## src/rtl/ghost_mode_scheduler.sv

```systemverilog
// Ghost mode scheduler: sequences timed SCATTER/CHASE phases, preempts them
// with FRIGHTENED mode on a power pellet, issues one-cycle direction-reversal
// requests and produces the per-frame ghost movement enable.
module ghost_mode_scheduler #(
   parameter int SCATTER_FRAMES = 420,
   parameter int CHASE_FRAMES   = 1200,
   parameter int FRIGHT_FRAMES  = 360,
   parameter int FLASH_FRAMES   = 120,
   parameter int NUM_PHASES     = 4,
   parameter int CNT_W          = 11
) (
   input  logic       vga_pix_clk,
   input  logic       rst,
   input  logic       frame_stb,
   input  logic       game_start,
   input  logic       pellet_eaten,
   input  logic       ghost_eaten,
   input  logic       pac_dead,
   output logic [1:0] mode,
   output logic [2:0] phase_idx,
   output logic       reverse_req,
   output logic       move_en,
   output logic       fright_flash,
   output logic [1:0] eat_count
);

   typedef enum logic [1:0] {
      MODE_IDLE    = 2'b00,
      MODE_SCATTER = 2'b01,
      MODE_CHASE   = 2'b10,
      MODE_FRIGHT  = 2'b11
   } mode_t;

   localparam logic [CNT_W-1:0] L_SCATTER    = CNT_W'(SCATTER_FRAMES);
   localparam logic [CNT_W-1:0] L_CHASE      = CNT_W'(CHASE_FRAMES);
   localparam logic [CNT_W-1:0] L_FRIGHT     = CNT_W'(FRIGHT_FRAMES);
   localparam logic [CNT_W-1:0] L_FLASH      = CNT_W'(FLASH_FRAMES);
   localparam logic [CNT_W-1:0] L_ONE        = CNT_W'(1);
   localparam logic [2:0]       L_LAST_PHASE = 3'(2 * NUM_PHASES - 1);
   // Flash level right after a fright (re)load
   localparam logic             L_LOAD_FLASH = (L_FRIGHT <= L_FLASH);

   mode_t            r_mode;
   mode_t            r_saved_mode;
   logic [2:0]       r_phase_idx;
   logic [2:0]       r_saved_phase;
   logic [CNT_W-1:0] r_timer;
   logic [CNT_W-1:0] r_saved_timer;
   logic             r_toggle;
   logic             r_reverse_req;
   logic             r_fright_flash;
   logic [1:0]       r_eat_count;

   logic [2:0]       w_phase_next;
   logic [CNT_W-1:0] w_timer_dec;
   logic             w_expire;
   logic             w_final;

   assign w_phase_next = r_phase_idx + 3'd1;
   assign w_timer_dec  = r_timer - L_ONE;
   // Expiry happens at 1, so the timer never has to wrap through zero
   assign w_expire     = (r_timer == L_ONE);
   assign w_final      = (r_phase_idx == L_LAST_PHASE);

   assign mode         = r_mode;
   assign phase_idx    = r_phase_idx;
   assign reverse_req  = r_reverse_req;
   assign fright_flash = r_fright_flash;
   assign eat_count    = r_eat_count;

   // Gate the frame strobe by mode: full speed in scatter/chase, every other strobe in fright
   always_comb begin
      move_en = 1'b0;
      case (r_mode)
         MODE_IDLE:    move_en = 1'b0;
         MODE_SCATTER: move_en = frame_stb;
         MODE_CHASE:   move_en = frame_stb;
         MODE_FRIGHT:  move_en = frame_stb & r_toggle;
         default:      move_en = 1'b0;
      endcase
   end

   // Mode sequencer: event priority is rst/pac_dead, game_start, pellet, expiry, decrement
   always_ff @(posedge vga_pix_clk) begin
      if (rst || pac_dead) begin
         r_mode         <= MODE_IDLE;
         r_saved_mode   <= MODE_IDLE;
         r_phase_idx    <= 3'd0;
         r_saved_phase  <= 3'd0;
         r_timer        <= {CNT_W{1'b0}};
         r_saved_timer  <= {CNT_W{1'b0}};
         r_toggle       <= 1'b0;
         r_reverse_req  <= 1'b0;
         r_fright_flash <= 1'b0;
         r_eat_count    <= 2'd0;
      end else begin
         r_reverse_req <= 1'b0;
         if (game_start) begin
            r_mode         <= MODE_SCATTER;
            r_phase_idx    <= 3'd0;
            r_timer        <= L_SCATTER;
            r_toggle       <= 1'b0;
            r_fright_flash <= 1'b0;
         end else begin
            case (r_mode)
               MODE_SCATTER, MODE_CHASE: begin
                  if (pellet_eaten) begin
                     // Freeze the running phase exactly as it is, then enter fright
                     r_saved_mode   <= r_mode;
                     r_saved_phase  <= r_phase_idx;
                     r_saved_timer  <= r_timer;
                     r_mode         <= MODE_FRIGHT;
                     r_timer        <= L_FRIGHT;
                     r_eat_count    <= 2'd0;
                     r_toggle       <= 1'b0;
                     r_reverse_req  <= 1'b1;
                     r_fright_flash <= L_LOAD_FLASH;
                  end else if (frame_stb && !w_final) begin
                     if (w_expire) begin
                        r_phase_idx   <= w_phase_next;
                        r_mode        <= w_phase_next[0] ? MODE_CHASE : MODE_SCATTER;
                        r_timer       <= w_phase_next[0] ? L_CHASE : L_SCATTER;
                        r_reverse_req <= 1'b1;
                     end else begin
                        r_timer <= w_timer_dec;
                     end
                  end else begin
                     r_timer <= r_timer;
                  end
               end
               MODE_FRIGHT: begin
                  if (pellet_eaten) begin
                     // Extend fright without reversing; toggle phase is kept
                     r_timer        <= L_FRIGHT;
                     r_eat_count    <= 2'd0;
                     r_fright_flash <= L_LOAD_FLASH;
                  end else begin
                     if (ghost_eaten && (r_eat_count != 2'd3)) begin
                        r_eat_count <= r_eat_count + 2'd1;
                     end else begin
                        r_eat_count <= r_eat_count;
                     end
                     if (frame_stb) begin
                        r_toggle <= ~r_toggle;
                        if (w_expire) begin
                           // Resume the paused phase with its remaining count
                           r_mode         <= r_saved_mode;
                           r_phase_idx    <= r_saved_phase;
                           r_timer        <= r_saved_timer;
                           r_fright_flash <= 1'b0;
                        end else begin
                           r_timer        <= w_timer_dec;
                           r_fright_flash <= (w_timer_dec <= L_FLASH);
                        end
                     end else begin
                        r_timer <= r_timer;
                     end
                  end
               end
               default: begin
                  r_mode <= r_mode;
               end
            endcase
         end
      end
   end

endmodule

```

## config.mk

```make
export PLATFORM = sky130hd
export DESIGN_NAME = ghost_mode_scheduler
export DESIGN_NICKNAME = d
export VERILOG_FILES = /design/src/rtl/ghost_mode_scheduler.sv
export SDC_FILE = /design/constraint.sdc
export NUM_CORES = 1
export LEC_CHECK = 0
export ABC_AREA = 1
export ABC_CLOCK_PERIOD_IN_PS = 4250
export CAP_MARGIN = 20
export CELL_PAD_IN_SITES_DETAIL_PLACEMENT = 2
export CELL_PAD_IN_SITES_GLOBAL_PLACEMENT = 2
export CORE_MARGIN = 5
export CORE_UTILIZATION = 35
export CTS_CLUSTER_SIZE = 16
export DETAILED_ROUTE_END_ITERATION = 8
export PLACE_DENSITY_LB_ADDON = 0.1
export SYNTH_ARGS = -nofsm -noshare
export SYNTH_HDL_FRONTEND = slang
export SYNTH_SLANG_ARGS = --single-unit
```

## constraint.sdc

```tcl
create_clock -name vga_pix_clk -period 4.25 [get_ports vga_pix_clk]
set_clock_uncertainty 0.15 [all_clocks]
set_input_delay 0.6375 -clock vga_pix_clk [delete_from_list [all_inputs] [get_ports vga_pix_clk]]
set_output_delay 0.6375 -clock vga_pix_clk [all_outputs]
set_load 0.02 [all_outputs]
```

==> impl_metrics.ini, run 1 <==
[drt]
detail_route.vias_per_cell = 5.362
firstDrtPassIters = 4
drt_iter0_markers = 78
ant_nets = 0
drc_errors = 0
wl_per_cell_um = 17.86
vias = 2252
routed_wl_mm = 7.502

[synthesis]
synth_area_leaders = dfxtp_1 (34%), nand2_1 (11%), a21oi_1 (8.4%), nand3_1 (7.1%), inv_1 (6.8%)
synthCells = 327
synth_area_leader_cell = dfxtp_1
synth_cell_types = 33
ys_seq_area_share_pct = 33.75
synth_top_area_share_pct = 33.75
ys_warn_count = 0
syn_nets = 342
synth-seq-cells = 37
syn-cell-area_sq_um = 2195
synth_area_per_cell_sq_um = 6.711

[power_and_ir_drop]
peakVddDrop_uv = 174.2
p_int_mw = 0.5851
clkPwrFrac_pct = 40.0
power.share.combinational_pct = 15.2
switching_share_pct = 27.48
sequentialPowerShare_pct = 44.7
p_leak_nw = 1.038
power_mw = 0.8068
net-switching-power_mw = 0.2217
powerDensity_nw_per_um2 = 317.2

[min_path]
hp-class = flip-flop to flip-flop
whs_path_depth = 2
min_from = r_saved_timer[8]
hold_end = r_saved_timer[8]

[global_route]
grt_use_total_pct = 21.16
antenna_found_initial = 0
grt_pass1_wl_mm = 12.80
grt-ovfl-total = 0
grt_pass1_vias = 2425
grt_max_degree = 22

[placed_design]
port_buffers = 16
dp_hpwl_mm = 5.728
place_area_sq_um = 2427
dpl.cell_count = 412
place_congestion = 0.8503
place_ws_ns = 1.162

[timing]
worst_slew_pin_slew_ns = 0.7302
hold_violations = 0
setup_tns_ns = 0
final-max-slew-violation-count = 0
period_needed_ns = 3.168
clock.fmax_mhz = 315.7
period_share_pct = 74.54
rsz0062_at_grt = false
setup_viol = 0
max-slew-margin-rel_pct = 51.20
fin_ws_ns = 1.082

[final_layout]
area_growth_pct = 15.91
diodes = 0
final_nets = 359
fin_cells = 420
fin_area_sq_um = 2544
layout-drive-gt1-share_pct = 9.275

[worst_setup_path]
critPathCaptureType = primary output
crit_fanout = 5
reg2reg_from = mode[1]
worst-r2r-setup-slack_ns = 1.82
worstPathArrival_ns = 2.38
crit_path_start_kind = flip-flop
cp.required_ns = 3.46
ff2ff_path_depth = 8
r2r-end = r_saved_mode[1]
setup.worst_path.class = flip-flop to primary output

[clock_tree]
ctsResizeCount = 0
clock_sinks = 37
cts.path.max_buffers = 2
clk_pin_slew_ns = 0.08
post_cts_buffers = 0
cts_tree = done
h-tree-depth = 2
cts_buffers = 5
cts_hold_buf = 0
worstSkewPairLatency_ns = 0.30
root_buffer = clkbuf_8

[floorplan]
io_pins = 17
die_area_sq_um = 7954
rows = 28
core-area_sq_um = 6026
start_util_pct = 36.42
die_h_um = 89.19
die_w_um = 89.19

[flow_run]
drv_cap = 0

[outcome]
status = finished clean
-- state kept, by name (all words and copies together) (netlist names) --
signal / cells
reverse_req: 1
r_timer: 11
eat_count: 2
fright_flash: 1
r_toggle: 1
r_saved_timer: 11
r_saved_mode: 2
mode: 2
r_saved_phase: 3
phase_idx: 3
-- synthesized netlist by cell type, drive strengths merged --
| cell | n |
|---|---|
| a2111oi | 1 |
| nor2 | 40 |
| xor2 | 2 |
| inv | 43 |
| dfxtp | 37 |
| o21ai | 24 |
| a21oi | 40 |
| o21bai | 3 |
| nand2 | 69 |
| xnor2 | 1 |
| nand3 | 32 |
| nor3 | 1 |
| nand4 | 5 |
| clkbuf | 7 |
| buf | 4 |
| ha | 8 |
| or2 | 2 |
| a22oi | 1 |
| nand3b | 1 |
| o211a | 1 |
| a31oi | 3 |
| o211ai | 2 |
-- worst max-delay path, cell delays in order (launching register included) --
cell and delay (ns):
dfxtp_1 0.41, inv_1 0.07, ha_1 0.39, inv_1 0.09, a2111oi_0 0.44, clkdlybuf4s50_1 0.70
-- cell type report --
type / instances / area, sq um
clock buffer: 7 / 86.33
clock inverter: 1 / 30.03
fill: 753 / 3482
inverter: 43 / 163.9
multi-input combinational: 236 / 1231
sequential: 37 / 740.7
tap: 75 / 93.84
timing repair buffer: 21 / 197.7
-- power by group through the flow --
stage	sequential, mW	clock (mW)	combinational (mW)
2_1_floorplan	0.367	0	0.0836
3_3_place_gp	0.368	0	0.117
3_5_place_dp	0.369	0	0.123
4_1_cts	0.361	0.330	0.124
5_1_grt	0.362	0.353	0.138
6_report	0.361	0.323	0.123
-- kinds of logic after synthesis --
group	count (synthesis)	share of synthesized area (%)
xor+xnor	3	1.197
simple gates	150	30.96
compound gates	75	19.38
fa+ha+maj	8	4.561
buf+inv	54	10.15
flops	37	33.75
-- cells in the final DEF, fill, tap and decap left out, types with 3 or more instances in the layout --
| cell type | netlist | layout |
|---|---|---|
| clkbuf_8 | 0 | 6 |
| ha_1 | 8 | 8 |
| a31oi_1 | 3 | 3 |
| a21oi_2 | 3 | 3 |
| inv_1 | 40 | 40 |
| nand2_1 | 64 | 64 |
| a21oi_1 | 37 | 37 |
| o21bai_1 | 3 | 3 |
| nor2_1 | 35 | 35 |
| nand2_2 | 3 | 3 |
| o21ai_0 | 23 | 23 |
| clkdlybuf4s50_1 | 0 | 16 |
| buf_4 | 0 | 5 |
| nand4_1 | 5 | 5 |
| dfxtp_1 | 37 | 37 |
| nand3_1 | 31 | 31 |
| nor2_2 | 3 | 3 |
-- how the worst max path moves through the flow --
stage               endpoint  cells after the start  slack (ns)  startpoint
floorplan            move_en                      4        1.33     mode[0]
global placement     move_en                      4        1.28   frame_stb
detailed placement   move_en                      4        1.16   frame_stb
CTS                  move_en                      5        1.06     mode[0]
global route         move_en                      5        0.95     mode[0]
finish               move_en                      5        1.08     mode[1]
-- stage by stage --
stage               util [%]  hold slack [ns]
floorplan                  -           0.2746
global placement       40.28           0.2923
detailed placement     40.28           0.2985
CTS                    42.21           0.3125
global route           42.21           0.3459
finish                 42.21           0.3092
-- per-layer routing --
metal	part of all wire [%]	GRT usage, %	wire, um	up-vias
li1	-	-	-	1105
met1	47	27.13	3502	1122
met2	50	36.91	3755	19
met3	2.2	3.687	168	6
met4	1.0	4.871	75	0
met5	0	0	0	-
(Power assumes the default switching activity.)
==> run 2, diff against run 1 <==
- ABC_CLOCK_PERIOD_IN_PS: 4250 -> 3100
- CORE_UTILIZATION: 35 -> 32
- clock period: 4.25 -> 3.1 ns (I/O delays scaled with it)
==> impl_metrics.ini, run 2 (same netlist as run 1, synthesis figures left out) <==
[final_layout]
area_growth_pct = 16.31
multiInputGateArea_sq_um = 1231
diodes = 0
layout-drive-gt1-share_pct = 10.09
largestRegisters = r_saved_timer: 11 flops, r_timer: 11 flops
regArea_sq_um = 740.7
mostFrequentLayoutCells = nand2_1 (64), inv_1 (40), a21oi_1 (37), dfxtp_1 (37), nor2_1 (35)
final_nets = 361
fill_cells = 819
fin_cells = 427
layout_commonest_cell = nand2_1
fin_area_sq_um = 2552

[worst_setup_path]
critPathCaptureType = primary output
crit_fanout = 5
cp-startpoint = mode[1]
worstPathArrival_ns = 1.93
setup.worst_path.class = flip-flop to primary output
crit_path_start_kind = flip-flop
cp.required_ns = 2.48
reg2reg_from = mode[1]

[power_and_ir_drop]
p_int_mw = 0.7428
powerDensity_nw_per_um2 = 412.3
sequentialPowerShare_pct = 46.9
clkPwrFrac_pct = 36.8
switching_share_pct = 29.41
p_leak_nw = 1.061
net-switching-power_mw = 0.3095
peakVddDrop_uv = 128.3
power.share.combinational_pct = 16.3

[placed_design]
place_area_sq_um = 2449
port_buffers = 16
dp_hpwl_mm = 5.548
dpl.cell_count = 419
place_congestion = 0.8046
place_ws_ns = 0.3580

[floorplan]
rows = 30
io_pins = 17
die_w_um = 92.82
die_area_sq_um = 8615
die_h_um = 92.82
core-area_sq_um = 6719
start_util_pct = 32.66

[clock_tree]
post_cts_buffers = 0
root_buffer = clkbuf_8
cts_tree = done
worstSkewPairLatency_ns = 0.29
clock_sinks = 37
h-tree-depth = 2
cts_hold_buf = 0
cts_buffers = 5
cts.path.max_buffers = 2
clk_pin_slew_ns = 0.08

[timing]
setup_viol = 0
worst_slew_pin_slew_ns = 0.7669
final-max-slew-violation-count = 0
clock.fmax_mhz = 392.4
max-slew-margin-rel_pct = 48.75
period_share_pct = 82.22
setup_tns_ns = 0
hold_violations = 0
period_needed_ns = 2.549
fin_ws_ns = 0.5513
rsz0062_at_grt = false

[min_path]
hp-class = flip-flop to flip-flop
min_from = r_saved_timer[1]

[flow_run]
drv_cap = 0

[drt]
ant_nets = 0
drc_errors = 0
routed_wl_mm = 7.458
vias = 2209
wl_per_cell_um = 17.47
detail_route.vias_per_cell = 5.173
drt_iter0_markers = 58
firstDrtPassIters = 4

[global_route]
grt_pass1_wl_mm = 12.51
grt-ovfl-total = 0
grt_pass1_vias = 2390
grt_use_total_pct = 18.55
grt_max_degree = 22
antenna_found_initial = 0

[outcome]
status = finished clean
[run 2: worst max-delay path, stage by stage, from the launching register on]
cell	delay, ns
dfxtp_1	0.40
inv_1	0.06
ha_1	0.40
inv_1	0.10
a2111oi_0	0.40
dlymetal6s2s_1	0.29
[run 2: layer usage]
metal	part of all wire (%)	track usage (%)	vias up
met5	0	0	-
met4	1.0	3.907	0
li1	-	-	1103
met1	48	24.20	1075
met3	2.9	3.249	7
met2	48	31.91	24
[run 2: final timing paths]
check | cells after the start | to | slack (ns)
min reg2reg | 2 | r_saved_timer[1] | 0.32
max | 5 | move_en | 0.55
min | 2 | r_saved_timer[1] | 0.32
max reg2reg | 7 | r_saved_timer[8] | 0.76
[run 2: area by class of cell]
class                   count  share of cell area (%)
clock buffers               7                   3.775
clock inverters             1                  0.1961
inverters                  43                   6.422
multi-input cells         236                   48.24
flip-flops and latches     37                   29.02
well taps                  80                   3.922
repair buffers             23                   8.431
[run 2: what timing repair did]
action | in CTS | in global routing
endpoints found under the setup margin | 0 | 1
endpoints found under the hold margin | 0 | 0
gates resized for setup | 0 | 1
[run 2: stage by stage]
stage | util (%) | hold slack, ns | total power [mW]
after floorplan | - | 0.2746 | 0.6182
after global placement | 36.44 | 0.2991 | 0.6705
after detailed placement | 36.44 | 0.3054 | 0.6754
after CTS | 37.95 | 0.3181 | 1.069
after global routing | 37.99 | 0.3497 | 1.112
final | 37.99 | 0.3154 | 1.052
[run 2: power by group through the flow]
stage / clock [mW] / sequential [mW] / combinational [mW]
5_1_grt: 0.425 / 0.495 / 0.192
3_5_place_dp: 0 / 0.505 / 0.171
3_3_place_gp: 0 / 0.505 / 0.166
4_1_cts: 0.403 / 0.494 / 0.173
2_1_floorplan: 0 / 0.504 / 0.115
6_report: 0.387 / 0.493 / 0.171
==> run 3, diff against run 2 <==
- ABC_CLOCK_PERIOD_IN_PS: 3100 -> 2300
- CORE_UTILIZATION: 32 -> 29
- clock period: 3.1 -> 2.3 ns (I/O delays scaled with it)
==> impl_metrics.ini, run 3 (same netlist as run 1, synthesis figures left out) <==
[timing]
clock.fmax_mhz = 468.6
hold_violations = 0
fin_ws_ns = 0.1658
worst_slew_pin_slew_ns = 0.3288
rsz0062_at_grt = false
hold_ws_ns = 0.3095
max-slew-margin-rel_pct = 78.01
setup_tns_ns = 0
period_needed_ns = 2.134
final-max-slew-violation-count = 0
setup_viol = 0
period_share_pct = 92.79

[worst_setup_path]
path_buf_inv = 3
r2r-end = r_timer[8]
reg2reg_from = mode[1]
ff2ff_path_depth = 11
crit_path_start_kind = flip-flop
crit_chain = inv_1, ha_1, inv_1, a2111oi_2, clkbuf_2
cpMaxStageDelayCell = a2111oi_2
setup.worst_path.class = flip-flop to primary output
critPathCaptureType = primary output
critPathTopFamily = buffers and inverters
crit_top_cell = inv_1
crit_fanout = 3
max_stage_delay_ns = 0.34
cp.required_ns = 1.80
worst-r2r-setup-slack_ns = 0.22
worstPathArrival_ns = 1.64
crit_cells = 5

[floorplan]
rows = 31
core-area_sq_um = 7292
die_w_um = 96.99
io_pins = 17
die_area_sq_um = 9407
die_h_um = 96.99
start_util_pct = 30.10

[final_layout]
fin_area_sq_um = 2740
area_growth_pct = 24.86
mostFrequentLayoutCells = nand2_1 (64), inv_1 (40), a21oi_1 (37), dfxtp_1 (37), nor2_1 (35)
layout_commonest_cell = nand2_1
diodes = 0
fin_util_pct = 37.58
largestRegisters = r_saved_timer: 11 flops, r_timer: 11 flops
final_nets = 381
fin_cells = 466
layout-drive-gt1-share_pct = 15.26

[placed_design]
port_buffers = 16
place_congestion = 0.7870
dpl.cell_count = 458
place_area_sq_um = 2629
dp_hpwl_mm = 6.267
place_ws_ns = -0.07994

[clock_tree]
cts_tree = done
cts.path.max_buffers = 2
cts_buffers = 5
clk_pin_slew_ns = 0.08
root_buffer = clkbuf_8
worstSkewPairLatency_ns = 0.30
clock_sinks = 37
post_cts_buffers = 0
h-tree-depth = 2

[min_path]
hp-class = flip-flop to flip-flop
hold_end = r_saved_timer[8]
whs_path_depth = 2
min_from = r_saved_timer[8]

[global_route]
grt_use_total_pct = 17.41
grt_max_degree = 19
grt-ovfl-total = 0
grt_pass1_vias = 2416
antenna_found_initial = 0
grt_pass1_wl_mm = 12.92

[drt]
detail_route.vias_per_cell = 4.957
ant_nets = 0
firstDrtPassIters = 4
wl_per_cell_um = 17.14
drt_iter0_markers = 97
drc_errors = 0
vias = 2310
routed_wl_mm = 7.989

[power_and_ir_drop]
power_mw = 1.546
peakVddDrop_uv = 315.8
clkPwrFrac_pct = 40.1
sequentialPowerShare_pct = 42.9
powerDensity_nw_per_um2 = 564.1
p_leak_nw = 1.146
net-switching-power_mw = 0.4440
power.share.combinational_pct = 17.0
switching_share_pct = 28.73
p_int_mw = 1.102

[flow_run]
drv_cap = 0

[outcome]
status = finished clean
## run 3: power groups by stage
stage               Clock, mW  Sequential (mW)  Combinational [mW]
floorplan                   0            0.679               0.156
global placement            0            0.678               0.259
detailed placement          0            0.678               0.264
CTS                     0.633            0.663               0.266
global route            0.662            0.665               0.291
finish                  0.620            0.663               0.263
## run 3: layer usage
layer	share of wire, %	GRT usage, %	routed length [um]	vias to the layer above
li1	-	-	-	1146
met1	49	23.15	3928	1130
met2	46	28.50	3710	26
met3	3.1	3.381	246	8
met4	1.3	5.076	104	0
met5	0	0	0	-
## run 3: worst max path at each step
| stage | from | endpoint | slack [ns] |
|---|---|---|---|
| 2_1_floorplan | mode[0] | move_en | 0.18 |
| 3_3_place_gp | frame_stb | move_en | -0.10 |
| 3_5_place_dp | frame_stb | move_en | -0.08 |
| 4_1_cts | mode[0] | move_en | 0.004 |
| 5_1_grt | mode[1] | r_timer[8] | 0.04 |
| 6_report | mode[0] | move_en | 0.17 |
## run 3: final cells by class
type	instances	area [sq um]
Fill cell	924	4552
Clock inverter	1	30.03
Timing Repair Buffer	43	357.8
Tap cell	99	123.9
Multi-Input combinational cell	236	1237
Inverter	43	163.9
Sequential cell	37	740.7
Clock buffer	7	86.33
## run 3: what timing repair did
item	4_1_cts	5_1_grt
hold buffers	0	0
gates resized for setup	2	2
setup endpoints to repair	1	1
## run 3: worst register-to-register path, delay by kind of cell (launching register included)
family	cells	cell delay (ns)
AOI/OAI and AO/OA	2	0.24
adders and majority gates	1	0.16
buffers and inverters	4	0.45
DFF	1	0.34
and+or+nand+nor	4	0.62
